===== src/rtl/sprite_compositor.sv =====
// Bouncing-sprite animation and priority compositor for the 640x480 VGA path.
// Define SPR_COLLIDE_EN to build the per-frame sprite overlap flags on o_collide.
module sprite_compositor #(
  parameter int NUM_SPR = 4,
  parameter int H_RES   = 640,
  parameter int V_RES   = 480,
  parameter int HALF    = 40,
  parameter int STEP    = 1,
  parameter int COORD_W = 12
) (
  input  logic               i_clk,
  input  logic               i_rst,
  input  logic               i_pix_stb,
  input  logic               i_animate,
  input  logic [9:0]         i_x,
  input  logic [8:0]         i_y,
  input  logic               i_wr_en,
  input  logic [2:0]         i_wr_idx,
  input  logic [COORD_W-1:0] i_wr_x,
  input  logic [COORD_W-1:0] i_wr_y,
  input  logic [11:0]        i_wr_rgb,
  output logic [11:0]        o_rgb,
  output logic               o_hit,
  output logic [2:0]         o_id,
  output logic [NUM_SPR-1:0] o_collide
);

  function automatic logic [COORD_W-1:0] init_pos(input int i, input int res);
    return COORD_W'((i + 1) * res / (NUM_SPR + 1));
  endfunction

  function automatic logic [11:0] init_rgb(input int i);
    case (i % 3)
      0:       return 12'hF00;
      1:       return 12'h0F0;
      default: return 12'h00F;
    endcase
  endfunction

  // Returns {new_dir, new_centre}; the bounce reverses and steps back in one frame.
  function automatic logic [COORD_W:0] step_axis(input logic [COORD_W-1:0] c,
                                                 input logic d, input int res);
    int   cv;
    logic nd;
    cv = int'(c);
    nd = d;
    if (d && (cv + HALF + STEP > res - 1)) begin
      nd = 1'b0;
      cv = cv - STEP;
    end else if (!d && (cv < HALF + STEP)) begin
      nd = 1'b1;
      cv = cv + STEP;
    end else if (d) begin
      cv = cv + STEP;
    end else begin
      cv = cv - STEP;
    end
    return {nd, COORD_W'(cv)};
  endfunction

  function automatic logic [COORD_W-1:0] clamp(input logic [COORD_W-1:0] v,
                                               input int lo, input int hi);
    if (int'(v) < lo) return COORD_W'(lo);
    if (int'(v) > hi) return COORD_W'(hi);
    return v;
  endfunction

  logic [COORD_W-1:0] r_cx  [NUM_SPR];
  logic [COORD_W-1:0] r_cy  [NUM_SPR];
  logic [11:0]        r_rgb [NUM_SPR];
  logic [NUM_SPR-1:0] r_dx, r_dy;
  logic [NUM_SPR-1:0] r_hit;

  logic [NUM_SPR-1:0] w_hit, w_wr_sel;
  logic               w_move;
  logic [2:0]         w_id;
  logic [11:0]        w_rgb;

  assign w_move = i_animate & i_pix_stb;

  always_comb begin
    // NOTE: every always_comb output gets a default first so no path can infer a latch.
    w_hit    = '0;
    w_wr_sel = '0;
    for (int i = 0; i < NUM_SPR; i++) begin
      w_wr_sel[i] = i_wr_en && (i_wr_idx == 3'(i));
      w_hit[i] = (int'(i_x) > int'(r_cx[i]) - HALF) && (int'(i_x) < int'(r_cx[i]) + HALF) &&
                 (int'(i_y) > int'(r_cy[i]) - HALF) && (int'(i_y) < int'(r_cy[i]) + HALF);
    end
  end

  // Walk high to low so the lowest-index hit is the last assignment and wins.
  always_comb begin
    w_id  = '0;
    w_rgb = '0;
    for (int i = NUM_SPR - 1; i >= 0; i--) begin
      if (r_hit[i]) begin
        w_id  = 3'(i);
        w_rgb = r_rgb[i];
      end
    end
  end

  always_ff @(posedge i_clk or posedge i_rst) begin
    if (i_rst) begin
      // NOTE: the sprite table is a handful of flops, not a RAM, so it is reset like any register.
      for (int i = 0; i < NUM_SPR; i++) begin
        r_cx[i]  <= init_pos(i, H_RES);
        r_cy[i]  <= init_pos(i, V_RES);
        r_rgb[i] <= init_rgb(i);
        r_dx[i]  <= 1'b1;
        r_dy[i]  <= (i % 2 == 0);
      end
    end else begin
      for (int i = 0; i < NUM_SPR; i++) begin
        if (w_wr_sel[i]) begin
          r_cx[i]  <= clamp(i_wr_x, HALF, H_RES - 1 - HALF);
          r_cy[i]  <= clamp(i_wr_y, HALF, V_RES - 1 - HALF);
          r_rgb[i] <= i_wr_rgb;
        end else if (w_move) begin
          // NOTE: non-blocking updates keep every sprite stepping from the same pre-edge state.
          {r_dx[i], r_cx[i]} <= step_axis(r_cx[i], r_dx[i], H_RES);
          {r_dy[i], r_cy[i]} <= step_axis(r_cy[i], r_dy[i], V_RES);
        end
      end
    end
  end

  always_ff @(posedge i_clk or posedge i_rst) begin
    if (i_rst) begin
      r_hit <= '0;
      o_rgb <= '0;
      o_hit <= 1'b0;
      o_id  <= '0;
    end else if (i_pix_stb) begin
      r_hit <= w_hit;
      o_rgb <= w_rgb;
      o_hit <= |r_hit;
      o_id  <= w_id;
    end
  end

`ifdef SPR_COLLIDE_EN
  logic [NUM_SPR-1:0] r_acc;
  logic [NUM_SPR-1:0] w_coll;

  assign w_coll = ($countones(r_hit) > 1) ? r_hit : '0;

  // The snapshot includes overlaps seen on the animate strobe itself.
  always_ff @(posedge i_clk or posedge i_rst) begin
    if (i_rst) begin
      r_acc     <= '0;
      o_collide <= '0;
    end else if (i_pix_stb) begin
      if (i_animate) begin
        o_collide <= r_acc | w_coll;
        r_acc     <= '0;
      end else begin
        r_acc <= r_acc | w_coll;
      end
    end
  end
`else
  assign o_collide = '0;
`endif

endmodule


===== config.mk =====
export PLATFORM = sky130hd
export DESIGN_NAME = sprite_compositor
export DESIGN_NICKNAME = d
export VERILOG_FILES = /design/src/rtl/sprite_compositor.sv
export SDC_FILE = /design/constraint.sdc
export NUM_CORES = 1
export LEC_CHECK = 0
export CAP_MARGIN = 20
export CORE_ASPECT_RATIO = 0.5
export CORE_MARGIN = 2
export CORE_UTILIZATION = 45
export CTS_BUF_LIST = sky130_fd_sc_hd__clkbuf_16
export DETAILED_ROUTE_END_ITERATION = 10
export GPL_ROUTABILITY_DRIVEN = 0
export SLEW_MARGIN = 20
export SYNTH_ARGS = -nofsm -noshare
export SYNTH_HDL_FRONTEND = slang
export SYNTH_SLANG_ARGS = --single-unit

===== constraint.sdc =====
create_clock -name i_clk -period 8.1 [get_ports i_clk]
set_input_delay 1.215 -clock i_clk [delete_from_list [all_inputs] [get_ports i_clk]]
set_output_delay 1.215 -clock i_clk [all_outputs]
set_load 0.02 [all_outputs]

==> qor.yml <==
clock_network:
  cts.path.max_buffers: 2
  post_cts_buffers: 0
  clk_pin_slew_ns: 0.07
  cts-htree-levels: 4
  postCtsResizedCells: 0
  buffer_type_at_the_clock_tree_root: "sky130_fd_sc_hd__clkbuf_16"
  cts_sinks: 171
  clock_insertion_delay_worst_skew_ns: 0.45
  numCtsBuffers: 17
  postCtsHoldBufs: 0
  tritoncts: "done"
setup_path:
  critical-path-top-delay-family: "buffers and inverters"
  cells_traversed_along_the_worst_timing_path: "clkdlybuf4s50_1 > buf_4 > and2_2 > buf_4 > nand3_1 > nor2_1 > nand4_1 > nor2b_1 > xor2_1 > o21ai_1"
  endpoint_kind: "flip-flop"
  cpMostUsedCell: "sky130_fd_sc_hd__buf_4"
  worst-r2r-setup-slack_ns: 4.55
  reg_to_reg_startpoint: "r_cy[15]$_DFFE_PP0P_"
  r2r_path_end: "r_cy[15]$_DFFE_PP0P_"
  timing_worst_setup_path_type: "primary input to flip-flop"
  start_kind: "primary input"
  worst_ep_required_time_ns: 8.42
  crit_path_max_fanout: 39
  worst-r2r-cell-count: 10
  buf_inv_on_cp: 3
  critPathArrivalTime_ns: 4.03
  slowest_stage: "sky130_fd_sc_hd__and2_2"
  cpPeakStageDelay_ns: 0.67
timing:
  report.final.slew_viol_count: 0
  max_slew_margin: 0.238
  grt_setup_unrepaired: "false"
  skew_ns: 0.0118
  post-route-period-util: 0.459
  maximum_operating_frequency_ghz: 0.269
  tightest_slew_ns: 1.13
  timing.setup.tns_ns: 0
  final_hold_viol_count: 0
  final.min_clock_period_ns: 3.71
  setup_viol_count_final: 0
placement:
  hpwl_mm: 32.6
  placed_cell_count: 2440
  io_buffer_count: 77
yosys:
  synth_seq_area_share: 0.275
  ys_dominant_reg_cell: "sky130_fd_sc_hd__dfrtp_1"
  synth.top_cell.area_share: 0.216
  flop_and_latch_count_out_of_synthesis: 171
  asyncSetResetFlopFracSynth: 1.00
  average_cell_area_after_synthesis_um2: 7.85
  synth-edff-count: 0
  post-synth-top-area-cell: "sky130_fd_sc_hd__dfrtp_1"
  yosys_warnings: 0
  synthesis.instances: 2003
  syn_area_um2: 15700
  synth_area_leaders: "sky130_fd_sc_hd__dfrtp_1, sky130_fd_sc_hd__ha_1, sky130_fd_sc_hd__nand2_1"
  synthDistinctLibCells: 84
cells_and_area:
  flow.area_growth_from_synthesis_pct: 9.93
  nNetsFinal: 2208
  non_filler_instances: 2473
  insertedDiodeCount: 0
  nFillCells: 3353
  drive_above_1_share: 0.0566
status:
  status: "finished clean"
pwr:
  peakVddDrop_uv: 135
  p_leak_uw: 0.00755
  power_density_nw_per_um2: 309
route:
  routed_wl_mm: 45.6
  route.vias.total: 14100
  drc: 0
  routed_via_density: 5.71
  wl_per_cell_um: 18.4
  drt_first_iter_violations: 1136
  final_ant_viol_nets: 0
  first_pass_iters: 5
floorplan:
  die_w_um: 268
  floorplan.rows: 48
  design.core.area_um2: 34500
  top_level_ports: 83
  die_h_um: 136
  dieArea_um2: 36600
  initial_core_util: 0.456
global_routing:
  grt_pass1_vias: 13300
  grt_max_degree: 98
  grt_pass1_wl_mm: 74.2
  overflow: 0
  antenna_violations_before_repair: 0
  grt.total_usage: 0.259
min_path:
  worst_hold_path_type: "flip-flop to flip-flop"
  endpoint_worst_hold: "r_rgb[8]$_DFFE_PP1P_"
  hold_start: "r_rgb[8]$_DFFE_PP1P_"
  holdPathStages: 2
flow_run:
  maxCapViolCount: 0
[worst max-delay path by stage]
| stage | from | to | cells after the start |
|---|---|---|---|
| finish | i_pix_stb | r_cx[33]$_DFFE_PP0P_ | 10 |
| global placement | i_pix_stb | r_cx[33]$_DFFE_PP0P_ | 10 |
| detailed placement | i_pix_stb | r_cx[33]$_DFFE_PP0P_ | 10 |
| CTS | i_pix_stb | r_cx[33]$_DFFE_PP0P_ | 10 |
| global route | i_pix_stb | r_cy[35]$_DFFE_PP0P_ | 7 |
| floorplan | i_rst | o_hit$_DFFE_PP0P_ | 1 |
[cell families (layout without fill, tap and decap cells)]
family	count (synthesis)	in the layout	synth area share
compound gates	449	449	0.180
xor+xnor	145	145	0.0807
fa+ha+maj	160	160	0.127
buf+inv	218	209	0.0565
flops	171	171	0.275
mux	58	58	0.0371
other cells	1	5	0.000238
simple gates	801	801	0.243
[Yosys cell counts, types with 5 or more instances]
library cell,count
sky130_fd_sc_hd__and3_1,36
sky130_fd_sc_hd__xnor2_1,88
sky130_fd_sc_hd__nor3_1,70
sky130_fd_sc_hd__o2111ai_1,10
sky130_fd_sc_hd__ha_1,160
sky130_fd_sc_hd__a211oi_1,14
sky130_fd_sc_hd__a21o_1,20
sky130_fd_sc_hd__o211ai_1,14
sky130_fd_sc_hd__o21a_1,21
sky130_fd_sc_hd__o31ai_1,7
sky130_fd_sc_hd__a21oi_1,125
sky130_fd_sc_hd__and2_1,18
sky130_fd_sc_hd__nor4_1,15
sky130_fd_sc_hd__nor2_1,170
sky130_fd_sc_hd__dfstp_2,35
sky130_fd_sc_hd__nand2b_1,16
sky130_fd_sc_hd__nand2_1,294
sky130_fd_sc_hd__nand4_1,31
sky130_fd_sc_hd__buf_1,13
sky130_fd_sc_hd__inv_1,86
sky130_fd_sc_hd__a31oi_1,14
sky130_fd_sc_hd__nor2b_1,19
sky130_fd_sc_hd__nor3b_1,5
sky130_fd_sc_hd__buf_2,29
sky130_fd_sc_hd__buf_4,5
sky130_fd_sc_hd__a211o_1,8
sky130_fd_sc_hd__o21ai_1,9
sky130_fd_sc_hd__a21boi_0,6
sky130_fd_sc_hd__clkbuf_1,83
sky130_fd_sc_hd__nand3_1,48
sky130_fd_sc_hd__o22ai_1,13
sky130_fd_sc_hd__or4_1,14
sky130_fd_sc_hd__o21ai_0,131
sky130_fd_sc_hd__dfrtp_1,136
sky130_fd_sc_hd__xor2_1,57
sky130_fd_sc_hd__or2_2,6
sky130_fd_sc_hd__and4_1,6
sky130_fd_sc_hd__o41ai_1,5
sky130_fd_sc_hd__mux2i_1,55
sky130_fd_sc_hd__or3_1,24
[registers in the layout, summed over array words and instances, names as in the netlist]
signal / cells
r_cx: 48
r_cy: 48
r_rgb: 48
o_rgb: 12
r_dx: 4
r_dy: 4
r_hit: 4
o_id: 2
o_hit: 1
[stage by stage]
| stage | power [uW] | hold WS [ns] | area (um2) | setup slack [ns] | util |
|---|---|---|---|---|---|
| detailed placement | 4430 | 0.450 | 16700 | 3.95 | 0.483 |
| CTS | 5340 | 0.460 | 17300 | 4.43 | 0.501 |
| global placement | 4410 | 0.444 | 16700 | 3.93 | 0.483 |
| floorplan | 3720 | 0.436 | 15700 | 2.31 | - |
| finish | 5350 | 0.461 | 17300 | 4.39 | 0.502 |
| global route | 5860 | 0.473 | 17300 | 4.20 | 0.502 |
[tightest hold or removal path, stage by stage (launching register included)]
cell	delay [ns]
sky130_fd_sc_hd__dfstp_2	0.37
sky130_fd_sc_hd__nand2_1	0.05
sky130_fd_sc_hd__nand2_1	0.05
[layout make-up]
class                   count  area, um2  area share
clock buffers              17        425      0.0246
repair buffers             91        876      0.0507
flip-flops and latches    171       4320       0.250
multi-input cells        1618      10600       0.610
well taps                 475        594      0.0344
clock inverters            15        194      0.0112
inverters                  86        328      0.0190
[cell usage in the layout (no fill, tap or decap), drive strengths merged, types with 21 or more instances in the layout]
cell,n
mux2i,55
nor3,70
o21a,21
dfstp,35
nor2,170
nand3,48
clkdlybuf4s50,77
nand2,295
xnor2,88
inv,89
and3,36
xor2,57
a21oi,129
dfrtp,136
ha,160
nand4,32
o21ai,140
or3,24
[metal layers]
layer  up-vias  global-route usage  routed length [um]
li1       7030                   -                   -
met4         0              0.0725                 893
met3        53              0.0364                2150
met2       299               0.394               19700
met1      6741               0.382               22900
met5         -                   0                   0
[power breakdown]
| part | internal, uW | leakage [uW] | switching, uW |
|---|---|---|---|
| Sequential | 1120 | 0.00204 | 519 |
| Clock | 516 | 0.000296 | 375 |
| Combinational | 1260 | 0.00522 | 1570 |
No activity file was read; power rests on OpenSTA's default activity.
